File: config.mk
export PLATFORM = sky130hd
export DESIGN_NAME = branch_control_unit_flat
export DESIGN_NICKNAME = d
export VERILOG_FILES = /design/src/rtl/branch_control_unit_if.sv /design/src/rtl/branch_control_unit.sv /design/src/flat_wrapper.sv
export SDC_FILE = /design/constraint.sdc
export NUM_CORES = 1
export LEC_CHECK = 0
export ABC_AREA = 1
export CELL_PAD_IN_SITES_DETAIL_PLACEMENT = 1
export CELL_PAD_IN_SITES_GLOBAL_PLACEMENT = 2
export CORE_MARGIN = 5
export CORE_UTILIZATION = 19
export CTS_CLUSTER_SIZE = 14
export DETAILED_ROUTE_END_ITERATION = 7
export HOLD_SLACK_MARGIN = 0.08
export PLACE_DENSITY = 0.8
export SLEW_MARGIN = 10
export SYNTH_ARGS = -nofsm -noshare
export SYNTH_HDL_FRONTEND = slang
export SYNTH_SLANG_ARGS = --single-unit
File: constraint.sdc
create_clock -name clock -period 1.5 [get_ports clock]
set_clock_uncertainty 0.05 [all_clocks]
set_input_delay 0.375 -clock clock [delete_from_list [all_inputs] [get_ports clock]]
set_output_delay 0.375 -clock clock [all_outputs]
set_load 0.005 [all_outputs]
File: src/rtl/branch_control_unit_if.sv
// Control/datapath signal bundle for branch_control_unit: instruction-side
// inputs plus every datapath enable, bus select and status output.
interface branch_control_unit_if;
  logic        start;
  logic [31:0] ir_in;
  logic        con_in;
  logic        incPC;
  logic        e_PC;
  logic        e_IR;
  logic        e_Y;
  logic        e_Z;
  logic        e_MAR;
  logic        e_MDR;
  logic        e_CON_FF;
  logic        ram_read;
  logic        MDR_read;
  logic        Gra;
  logic        e_Rout;
  logic        imm_sel;
  logic [3:0]  ALU_op;
  logic [4:0]  BusDataSelect;
  logic        busy;
  logic        done;
  logic        illegal;
  logic [7:0]  instr_count;

  modport master (
    output start, ir_in, con_in,
    input  incPC, e_PC, e_IR, e_Y, e_Z, e_MAR, e_MDR, e_CON_FF, ram_read, MDR_read,
    input  Gra, e_Rout, imm_sel, ALU_op, BusDataSelect, busy, done, illegal, instr_count
  );

  modport slave (
    input  start, ir_in, con_in,
    output incPC, e_PC, e_IR, e_Y, e_Z, e_MAR, e_MDR, e_CON_FF, ram_read, MDR_read,
    output Gra, e_Rout, imm_sel, ALU_op, BusDataSelect, busy, done, illegal, instr_count
  );
endinterface

File: src/rtl/branch_control_unit.sv
// Fetch/decode/execute sequencer for conditional branch instructions (opcode 01001).
// Optional BR_NOT_TAKEN_SKIP_EN: a not-taken branch skips C4..C6 and completes early.
module branch_control_unit (
  input logic                 clock,
  input logic                 clear,
  branch_control_unit_if.slave bus
);
  localparam logic [4:0] BUS_NONE = 5'b00000;
  localparam logic [4:0] BUS_PC   = 5'b10100;
  localparam logic [4:0] BUS_ZLO  = 5'b10011;
  localparam logic [4:0] BUS_MDR  = 5'b10101;
  localparam logic [4:0] BUS_C    = 5'b01100;
  localparam logic [3:0] ALU_ADD  = 4'b0011;
  localparam logic [4:0] OP_BR    = 5'b01001;

  typedef enum logic [3:0] {
    IDLE, F0, F1, F2, F3, DEC, C3, C4, C5, C6, DONE, FAULT
  } state_t;

  typedef struct packed {
    logic       inc_pc;
    logic       e_ir;
    logic       e_y;
    logic       e_z;
    logic       e_mar;
    logic       e_mdr;
    logic       e_con_ff;
    logic       ram_read;
    logic       mdr_read;
    logic       gra;
    logic       e_rout;
    logic       imm_sel;
    logic       busy;
    logic       done;
    logic       illegal;
    logic [3:0] alu_op;
    logic [4:0] bus_sel;
  } ctrl_t;

  state_t      state;
  state_t      state_nxt;
  ctrl_t       ctrl;
  logic [7:0]  count;
  logic        skip_c4;
  logic        unused_ir_bits;

  assign unused_ir_bits = ^bus.ir_in[26:0];

`ifdef BR_NOT_TAKEN_SKIP_EN
  assign skip_c4 = (state == C4) && !bus.con_in;
`else
  assign skip_c4 = 1'b0;
`endif

  always_comb begin
    state_nxt = state;
    unique case (state)
      IDLE:    if (bus.start) state_nxt = F0;
      F0:      state_nxt = F1;
      F1:      state_nxt = F2;
      F2:      state_nxt = F3;
      F3:      state_nxt = DEC;
      DEC:     state_nxt = (bus.ir_in[31:27] == OP_BR) ? C3 : FAULT;
      C3:      state_nxt = C4;
      C4:      state_nxt = skip_c4 ? DONE : C5;
      C5:      state_nxt = C6;
      C6:      state_nxt = DONE;
      DONE:    state_nxt = bus.start ? F0 : IDLE;
      FAULT:   state_nxt = FAULT;
      default: state_nxt = IDLE;
    endcase
  end

  // Outputs are registered by decoding the state being entered.
  function automatic ctrl_t decode(state_t s);
    ctrl_t c;
    c = '0;
    case (s)
      F0:    begin c.bus_sel = BUS_PC;  c.e_mar = 1'b1; c.inc_pc = 1'b1; c.e_z = 1'b1; end
      F1:    begin c.bus_sel = BUS_ZLO; c.ram_read = 1'b1; end
      F2:    begin c.mdr_read = 1'b1; c.e_mdr = 1'b1; end
      F3:    begin c.bus_sel = BUS_MDR; c.e_ir = 1'b1; end
      C3:    begin c.gra = 1'b1; c.e_rout = 1'b1; c.e_con_ff = 1'b1; end
      C4:    begin c.bus_sel = BUS_PC;  c.e_y = 1'b1; end
      C5:    begin c.bus_sel = BUS_C;   c.imm_sel = 1'b1; c.alu_op = ALU_ADD; c.e_z = 1'b1; end
      C6:    c.bus_sel = BUS_ZLO;
      DONE:  c.done = 1'b1;
      FAULT: c.illegal = 1'b1;
      default: c = '0;
    endcase
    c.busy = !(s inside {IDLE, DONE, FAULT});
    return c;
  endfunction

  always_ff @(posedge clock) begin
    if (clear) begin
      state <= IDLE;
      ctrl  <= '0;
      count <= '0;
    end else begin
      state <= state_nxt;
      ctrl  <= decode(state_nxt);
      if (state == DONE) count <= count + 8'd1;
    end
  end

  // e_PC follows con_in live during C6; C4 drive is masked live when skipping.
  assign bus.e_PC          = (state == C6) && bus.con_in;
  assign bus.e_Y           = ctrl.e_y && !skip_c4;
  assign bus.BusDataSelect = skip_c4 ? BUS_NONE : ctrl.bus_sel;
  assign bus.incPC         = ctrl.inc_pc;
  assign bus.e_IR          = ctrl.e_ir;
  assign bus.e_Z           = ctrl.e_z;
  assign bus.e_MAR         = ctrl.e_mar;
  assign bus.e_MDR         = ctrl.e_mdr;
  assign bus.e_CON_FF      = ctrl.e_con_ff;
  assign bus.ram_read      = ctrl.ram_read;
  assign bus.MDR_read      = ctrl.mdr_read;
  assign bus.Gra           = ctrl.gra;
  assign bus.e_Rout        = ctrl.e_rout;
  assign bus.imm_sel       = ctrl.imm_sel;
  assign bus.ALU_op        = ctrl.alu_op;
  assign bus.busy          = ctrl.busy;
  assign bus.done          = ctrl.done;
  assign bus.illegal       = ctrl.illegal;
  assign bus.instr_count   = count;
endmodule

File: src/flat_wrapper.sv
// flat-port wrapper written by rule: the top's interface ports become plain ports
module branch_control_unit_flat 
  (clock, clear, bus_start, bus_ir_in, bus_con_in, bus_incPC, bus_e_PC, bus_e_IR, bus_e_Y, bus_e_Z, bus_e_MAR, bus_e_MDR, bus_e_CON_FF, bus_ram_read, bus_MDR_read, bus_Gra, bus_e_Rout, bus_imm_sel, bus_ALU_op, bus_BusDataSelect, bus_busy, bus_done, bus_illegal, bus_instr_count);
  branch_control_unit_if bus_i ();
  input logic clock;
  input logic clear;
  input wire logic [$bits(bus_i.start)-1:0] bus_start;
  input wire logic [$bits(bus_i.ir_in)-1:0] bus_ir_in;
  input wire logic [$bits(bus_i.con_in)-1:0] bus_con_in;
  output wire logic [$bits(bus_i.incPC)-1:0] bus_incPC;
  output wire logic [$bits(bus_i.e_PC)-1:0] bus_e_PC;
  output wire logic [$bits(bus_i.e_IR)-1:0] bus_e_IR;
  output wire logic [$bits(bus_i.e_Y)-1:0] bus_e_Y;
  output wire logic [$bits(bus_i.e_Z)-1:0] bus_e_Z;
  output wire logic [$bits(bus_i.e_MAR)-1:0] bus_e_MAR;
  output wire logic [$bits(bus_i.e_MDR)-1:0] bus_e_MDR;
  output wire logic [$bits(bus_i.e_CON_FF)-1:0] bus_e_CON_FF;
  output wire logic [$bits(bus_i.ram_read)-1:0] bus_ram_read;
  output wire logic [$bits(bus_i.MDR_read)-1:0] bus_MDR_read;
  output wire logic [$bits(bus_i.Gra)-1:0] bus_Gra;
  output wire logic [$bits(bus_i.e_Rout)-1:0] bus_e_Rout;
  output wire logic [$bits(bus_i.imm_sel)-1:0] bus_imm_sel;
  output wire logic [$bits(bus_i.ALU_op)-1:0] bus_ALU_op;
  output wire logic [$bits(bus_i.BusDataSelect)-1:0] bus_BusDataSelect;
  output wire logic [$bits(bus_i.busy)-1:0] bus_busy;
  output wire logic [$bits(bus_i.done)-1:0] bus_done;
  output wire logic [$bits(bus_i.illegal)-1:0] bus_illegal;
  output wire logic [$bits(bus_i.instr_count)-1:0] bus_instr_count;
  assign bus_i.start = bus_start;
  assign bus_i.ir_in = bus_ir_in;
  assign bus_i.con_in = bus_con_in;
  assign bus_incPC = bus_i.incPC;
  assign bus_e_PC = bus_i.e_PC;
  assign bus_e_IR = bus_i.e_IR;
  assign bus_e_Y = bus_i.e_Y;
  assign bus_e_Z = bus_i.e_Z;
  assign bus_e_MAR = bus_i.e_MAR;
  assign bus_e_MDR = bus_i.e_MDR;
  assign bus_e_CON_FF = bus_i.e_CON_FF;
  assign bus_ram_read = bus_i.ram_read;
  assign bus_MDR_read = bus_i.MDR_read;
  assign bus_Gra = bus_i.Gra;
  assign bus_e_Rout = bus_i.e_Rout;
  assign bus_imm_sel = bus_i.imm_sel;
  assign bus_ALU_op = bus_i.ALU_op;
  assign bus_BusDataSelect = bus_i.BusDataSelect;
  assign bus_busy = bus_i.busy;
  assign bus_done = bus_i.done;
  assign bus_illegal = bus_i.illegal;
  assign bus_instr_count = bus_i.instr_count;
  branch_control_unit u_core (.clock(clock), .clear(clear), .bus(bus_i));
endmodule
==> summary.txt, run 1 <==
Status
  – Status: finished clean

Floorplanning
  – Starting density of the core: 19.35%
  – Core area: 6277 µm²
  – Row Count: 29
  – Die width: 89.97 µm
  – Die area: 8094 µm²
  – I/O pin count: 69
  – Die Ht: 89.97 µm

Timing
  – Unrepaired setup endpoints after global routing: true
  – Min Hold Slack: 0.5494 ns
  – Final min period: 1.460 ns
  – Count of final setup violators: 0
  – Fin. Hold Viols: 0
  – Final Max Slew Viols: 0
  – Fmax: 0.6848 GHz
  – Post-route clock period utilization: 97.36%

Yosys
  – Ys async rst share: 0%
  – Yosys cell types: 26
  – Ys Warns: 0
  – Top FF cell, synth: dfxtp_1
  – EDFF count, synth: 0
  – Syn avg cell area: 7.275 µm²
  – Mapped cell area: 1215 µm²
  – Post-Synthesis Cells: 167
  – Register area share after synthesis: 46.14%
  – Flops & latches, synth: 28

Worst setup path
  – Crit Path Max Fanout: 2
  – Startpoint types: flip-flop
  – WP data arrival: 1.04 ns
  – CP Buf/Inv Count: 2
  – Crit path largest cell delay: 0.35 ns
  – Crit. End Element: output pin
  – CP delay by family, top: flip-flops
  – CP max stage cell: dfxtp_2
  – CP required: 1.07 ns
  – Crit path cell chain: inv_2 > nor2_4 > nand2_1 > nor2_1 > buf_2
  – WS Path Type: flip-flop to output pin

Finish
  – Final cell count without fillers: 306
  – Antenna cells: 0
  – Area added between synthesis and finish: 67.66%
  – Max reg flops: 8
  – Layout cell share with drive strength beyond 1: 40.17%
  – Nets: 268
  – Fill count: 782
  – Post-layout util: 32.45%

Route
  – Avg Vias per Cell: 3.941
  – DRC Markers: 0
  – Routed via count: 1206
  – TritonRoute pass-1 iters: 4
  – First DRT Iteration DRCs: 43
  – DRT Wirelength: 3466 µm
  – Routed len/inst: 11.33 µm
  – Residual antenna-violating net count after detailed routing: 0

Clock network
  – Clock-pin slew on the worst setup and hold paths: 0.10 ns
  – Max clock buf depth: 2
  – Clock Latency Late Sink: 0.27 ns
  – Root buffer cell: clkbuf_8
  – Clock sinks: 28
  – CTS Hold Buffers Added: 0
  – CTS tree: done
  – Htree depth: 1
  – Total CTS buffers: 3

Global route
  – All-Layer GR Usage: 8.213%
  – Pin count of the biggest net entering global routing: 16
  – Grt total ovfl: 0
  – Initial antenna violation count: 0
  – First-pass GRT wire length: 5644 µm
  – Vias in the first global route: 1276

Placement
  – # placed instances: 296
  – Post-DP HPWL: 2617 µm
  – Routability cong.: 0.8367
  – Port bufs: 39

Job
  – Max-cap violations: 0

Power
  – Peak VDD IR: 0.0003842 V
  – PwrDens: 775.9 nW/µm²
  – Leakage: 0.001039 µW
  – Tot Pwr: 1580 µW

Min path
  – Hold Path Class: flip-flop to flip-flop
-- area by class of cell --
class,instances,area (µm²),area share [%]
flip-flops and latches,28,583.1,28.62
clock buffers,3,41.29,2.027
repair buffers,68,585.6,28.75
inverters,27,115.1,5.651
multi-input cells,103,615.6,30.22
well taps,77,96.34,4.730
-- metal layers --
metal  routed length (µm)  vias to the layer above  track usage, %
met5                    0                        -               0
met4                   14                        0           1.861
met3                  180                        2           2.504
met2                 1737                       29           14.33
met1                 1533                      544           9.852
li1                     -                      631               -
-- cell usage after synthesis, drive strengths merged (2+ instances only) --
| cell type | n | area, µm² |
|---|---|---|
| dfxtp | 28 | 560.5 |
| buf | 9 | 65.06 |
| nor2 | 31 | 133.9 |
| nand3 | 9 | 50.05 |
| inv | 25 | 93.84 |
| a21oi | 6 | 30.03 |
| o21ai | 5 | 25.02 |
| clkinv | 2 | 8.750 |
| nor3 | 10 | 50.05 |
| nand2 | 34 | 140.1 |
-- tightest hold or removal path: stages (launching register included) --
cell,delay (ns)
dfxtp_2,0.33
buf_4,0.13
nand2_1,0.05
a21oi_1,0.06
-- layout by cell type, fill, tap and decap left out, types with 4 or more instances in the layout --
cell type      netlist  layout
nand2_1             29      19
dlygate4sd2_1        0      32
buf_6                0       4
nor2_4               1       9
inv_1               20      18
dfxtp_1             28      10
buf_4                8      25
inv_2                5       4
nor3_1              10      10
nand2_2              5      12
nor2_1              26      18
a21oi_1              6       6
nand3_1              8       5
dfxtp_2              0      18
nor2_2               4       4
-- final timing paths --
| kind | from | to | slack (ns) | depth (start not counted) |
|---|---|---|---|---|
| max | u_core.state[3] | bus_e_PC | 0.04 | 5 |
| min | u_core.bus.instr_count[7] | u_core.bus.instr_count[7] | 0.55 | 3 |
| max reg2reg | u_core.state[1] | u_core.bus.BusDataSelect[2] | 0.07 | 11 |
| min reg2reg | u_core.bus.instr_count[7] | u_core.bus.instr_count[7] | 0.55 | 3 |
-- timing repair --
action                     CTS  global route
setup endpoints to repair   33            11
pin swaps                    9            23
gates resized for setup     62            40
setup buffers                7             0
-- per-stage QoR --
stage | cell area (µm²) | TNS [ns] | setup WS, ns
floorplan | 1219 | 0 | 0.2266
global placement | 1802 | -2.943 | -0.3863
detailed placement | 1802 | -3.111 | -0.3979
CTS | 1911 | -0.001120 | -0.001120
global route | 2037 | -0.1729 | -0.05178
finish | 2037 | 0 | 0.03967
-- where the power goes --
part / internal, µW / switching [µW] / total, µW
Combinational: 167 / 193 / 360
Sequential: 787 / 15.6 / 803
Clock: 180 / 237 / 417
-- logic make-up (layout without fill, tap and decap cells) --
family	Yosys count	count (layout)	synth area share, %
DFF	28	28	46.14
and+or+nand+nor	85	85	31.31
AOI/OAI and AO/OA	13	13	5.665
buffers and inverters	37	98	14.11
xor gates and xnor gates	2	2	1.442
adders and majority gates	1	1	1.030
other	1	2	0.3087
Note: power is estimated with default switching activity, not from simulation.
==> inputs of run 2 (changes only) <==
CORE_MARGIN = unset   (was 5)
==> run 2 against run 1 <==
  * First-iteration DRC count shrank 26%
  * Worst setup slack improved by 0.0014 ns
  * Final cell count fell by 0.65%
  * Critical path depth unchanged
  * Sequential cell count stayed put
  * Die area is 17% lower
  * Wire length is 7.0% lower
  * Largest power group unchanged
==> summary.txt, run 2 (synthesis results as in run 1) <==
Status
  – Status: finished clean (unchanged)

Worst setup path
  – WS Path Type: flip-flop to output pin (unchanged)
  – Start of the worst register-to-register path: u_core.state[2] (was u_core.state[1])
  – Crit. End Element: output pin (unchanged)
  – CP delay by family, top: flip-flops (unchanged)
  – Startpoint types: flip-flop (unchanged)
  – Crit path cell chain: inv_2 > nor2_4 > nand2_1 > nor2_1 > buf_2 (unchanged)
  – CP max stage cell: dfxtp_2 (unchanged)
  – Crit Path Max Fanout: 2 (unchanged)
  – Crit. Startpoint: u_core.state[3] (unchanged)
  – WP data arrival: 1.03 ns (was 1.04 ns)
  – Crit path largest cell delay: 0.35 ns (about the same)
  – CP Buf/Inv Count: 2 (unchanged)
  – CP required: 1.07 ns (about the same)

Global route
  – All-Layer GR Usage: 10.23% (was 8.213%)
  – Vias in the first global route: 1192 (was 1276)
  – Initial antenna violation count: 0 (unchanged)
  – First-pass GRT wire length: 5223 µm (was 5644 µm)
  – Pin count of the biggest net entering global routing: 17 (was 16)
  – Grt total ovfl: 0 (unchanged)

Finish
  – Nets: 267 (was 268)
  – Fill count: 759 (was 782)
  – Antenna cells: 0 (unchanged)
  – Layout cell share with drive strength beyond 1: 36.24% (was 40.17%)
  – Most common cell after layout, fill and taps aside: dlygate4sd2_1 (unchanged)
  – Post-layout util: 32.43% (was 32.45%)
  – Most frequent cells in the layout: 32 x dlygate4sd2_1, 27 x buf_4, 23 x nand2_1 (was 32 x dlygate4sd2_1, 25 x buf_4, 19 x nand2_1)
  – Storage cell area: 583.1 µm² (unchanged)
  – Area added between synthesis and finish: 61.79% (was 67.66%)
  – Final cell count without fillers: 304 (was 306)
  – Max reg flops: 8 (unchanged)
  – Multi-input gate area: 564.3 µm² (was 615.6 µm²)

Power
  – Comb power frac: 19.9% (was 22.8%)
  – Switching Share: 26.77% (was 28.21%)
  – Switching Power: 428.1 µW (was 445.8 µW)
  – PwrDens: 813.6 nW/µm² (was 775.9 nW/µm²)
  – Pint: 1171 µW (was 1135 µW)
  – Sequential fraction of design power: 50.3% (was 50.8%)
  – Peak VDD IR: 0.0004059 V (was 0.0003842 V)
  – Leakage: 0.001019 µW (was 0.001039 µW)
  – Clock share of power: 29.8% (was 26.4%)

Floorplanning
  – Die area: 6718 µm² (was 8094 µm²)
  – Starting density of the core: 20.05% (was 19.35%)
  – Core area: 6061 µm² (was 6277 µm²)
  – Die Ht: 81.97 µm (was 89.97 µm)
  – Die width: 81.97 µm (was 89.97 µm)
  – I/O pin count: 69 (unchanged)
  – Row Count: 28 (was 29)

Clock network
  – Root buffer cell: clkbuf_8 (unchanged)
  – CTS tree: done (unchanged)
  – Clock sinks: 28 (unchanged)
  – Clock Latency Late Sink: 0.27 ns (about the same)
  – Max clock buf depth: 2 (unchanged)
  – Clock-pin slew on the worst setup and hold paths: 0.10 ns (about the same)
  – Total CTS buffers: 3 (unchanged)
  – Htree depth: 1 (unchanged)

Timing
  – Fin. Hold Viols: 0 (unchanged)
  – Count of final setup violators: 0 (unchanged)
  – Fmax: 0.6855 GHz (was 0.6848 GHz)
  – Post-route clock period utilization: 97.26% (was 97.36%)
  – Final Max Slew Viols: 0 (unchanged)
  – Unrepaired setup endpoints after global routing: true (unchanged)
  – Final TNS setup: 0 ns (unchanged)
  – Min Hold Slack: 0.5500 ns (was 0.5494 ns)
  – Final min period: 1.459 ns (was 1.460 ns)

Route
  – Routed len/inst: 10.60 µm (was 11.33 µm)
  – TritonRoute pass-1 iters: 2 (was 4)
  – DRT Wirelength: 3222 µm (was 3466 µm)
  – Residual antenna-violating net count after detailed routing: 0 (unchanged)
  – Routed via count: 1226 (was 1206)
  – First DRT Iteration DRCs: 32 (was 43)
  – Avg Vias per Cell: 4.033 (was 3.941)
  – DRC Markers: 0 (unchanged)

Placement
  – # placed instances: 291 (was 296)
  – Post-DP HPWL: 2408 µm (was 2617 µm)
  – Port bufs: 39 (unchanged)
  – Routability cong.: 0.8073 (was 0.8367)

Min path
  – Hold Startpoint: u_core.bus.instr_count[2] (was u_core.bus.instr_count[7])
  – Hold Path Class: flip-flop to flip-flop (unchanged)

Job
  – Max-cap violations: 0 (unchanged)
-- run 2: cell types whose count changed in the layout (fill, tap and decap cells not counted), sizes merged --
cell,delta
buf,-1
clkbuf,+1
clkdlybuf4s50,+1
dlymetal6s2s,-1
-- run 2: tightest hold or removal path, stage by stage, from the launching register on --
cell,delay [ns]
dfxtp_2,0.33
buf_4,0.13
inv_1,0.06
a21oi_1,0.05
-- run 2: worst paths after layout --
path                                                     to  slack [ns]  cells after the start
worst max-delay path                               bus_e_PC        0.04                      5
worst min-delay path              u_core.bus.instr_count[2]        0.55                      3
worst max register to register  u_core.bus.BusDataSelect[4]        0.06                     11
worst min register to register    u_core.bus.instr_count[2]        0.55                      3
-- run 2: cell type report --
class | instances | share of cell area (%)
clock buffer | 4 | 2.801
inverter | 27 | 5.347
timing repair buffer | 67 | 28.71
tap | 75 | 4.774
sequential | 28 | 29.66
multi-input combinational | 103 | 28.71
-- run 2: power groups by stage --
stage | Combinational [µW] | Clock [µW] | Sequential, µW
6_report | 319 | 477 | 804
5_1_grt | 358 | 527 | 810
4_1_cts | 296 | 500 | 803
3_5_place_dp | 312 | 0 | 818
3_3_place_gp | 309 | 0 | 818
2_1_floorplan | 136 | 0 | 826
-- run 2: timing repair --
item / 4_1_cts / 5_1_grt
hold buffers: 0 / 0
gates resized for setup: 64 / 17
pin swaps: 10 / 18
endpoints found under the setup margin: 35 / 11
setup buffers: 7 / 3
-- run 2: routing by layer --
metal / GRT usage [%] / wire length (µm) / vias to the layer above / share of wire, %
met4: 2.632 / 15 / 0 / 0.47
met1: 13.17 / 1466 / 568 / 45
met5: 0 / 0 / - / 0
met3: 1.778 / 120 / 2 / 3.7
li1: - / - / 628 / -
met2: 17.44 / 1620 / 28 / 50
-- run 2: per-stage QoR --
step                area [µm²]  total power, µW  worst slack, ns
finish                    1966             1599          0.04111
global route              1966             1695         -0.02803
CTS                       1896             1600        0.0002436
detailed placement        1777             1130          -0.4005
global placement          1777             1127          -0.3819
floorplan                 1219            962.3           0.2266
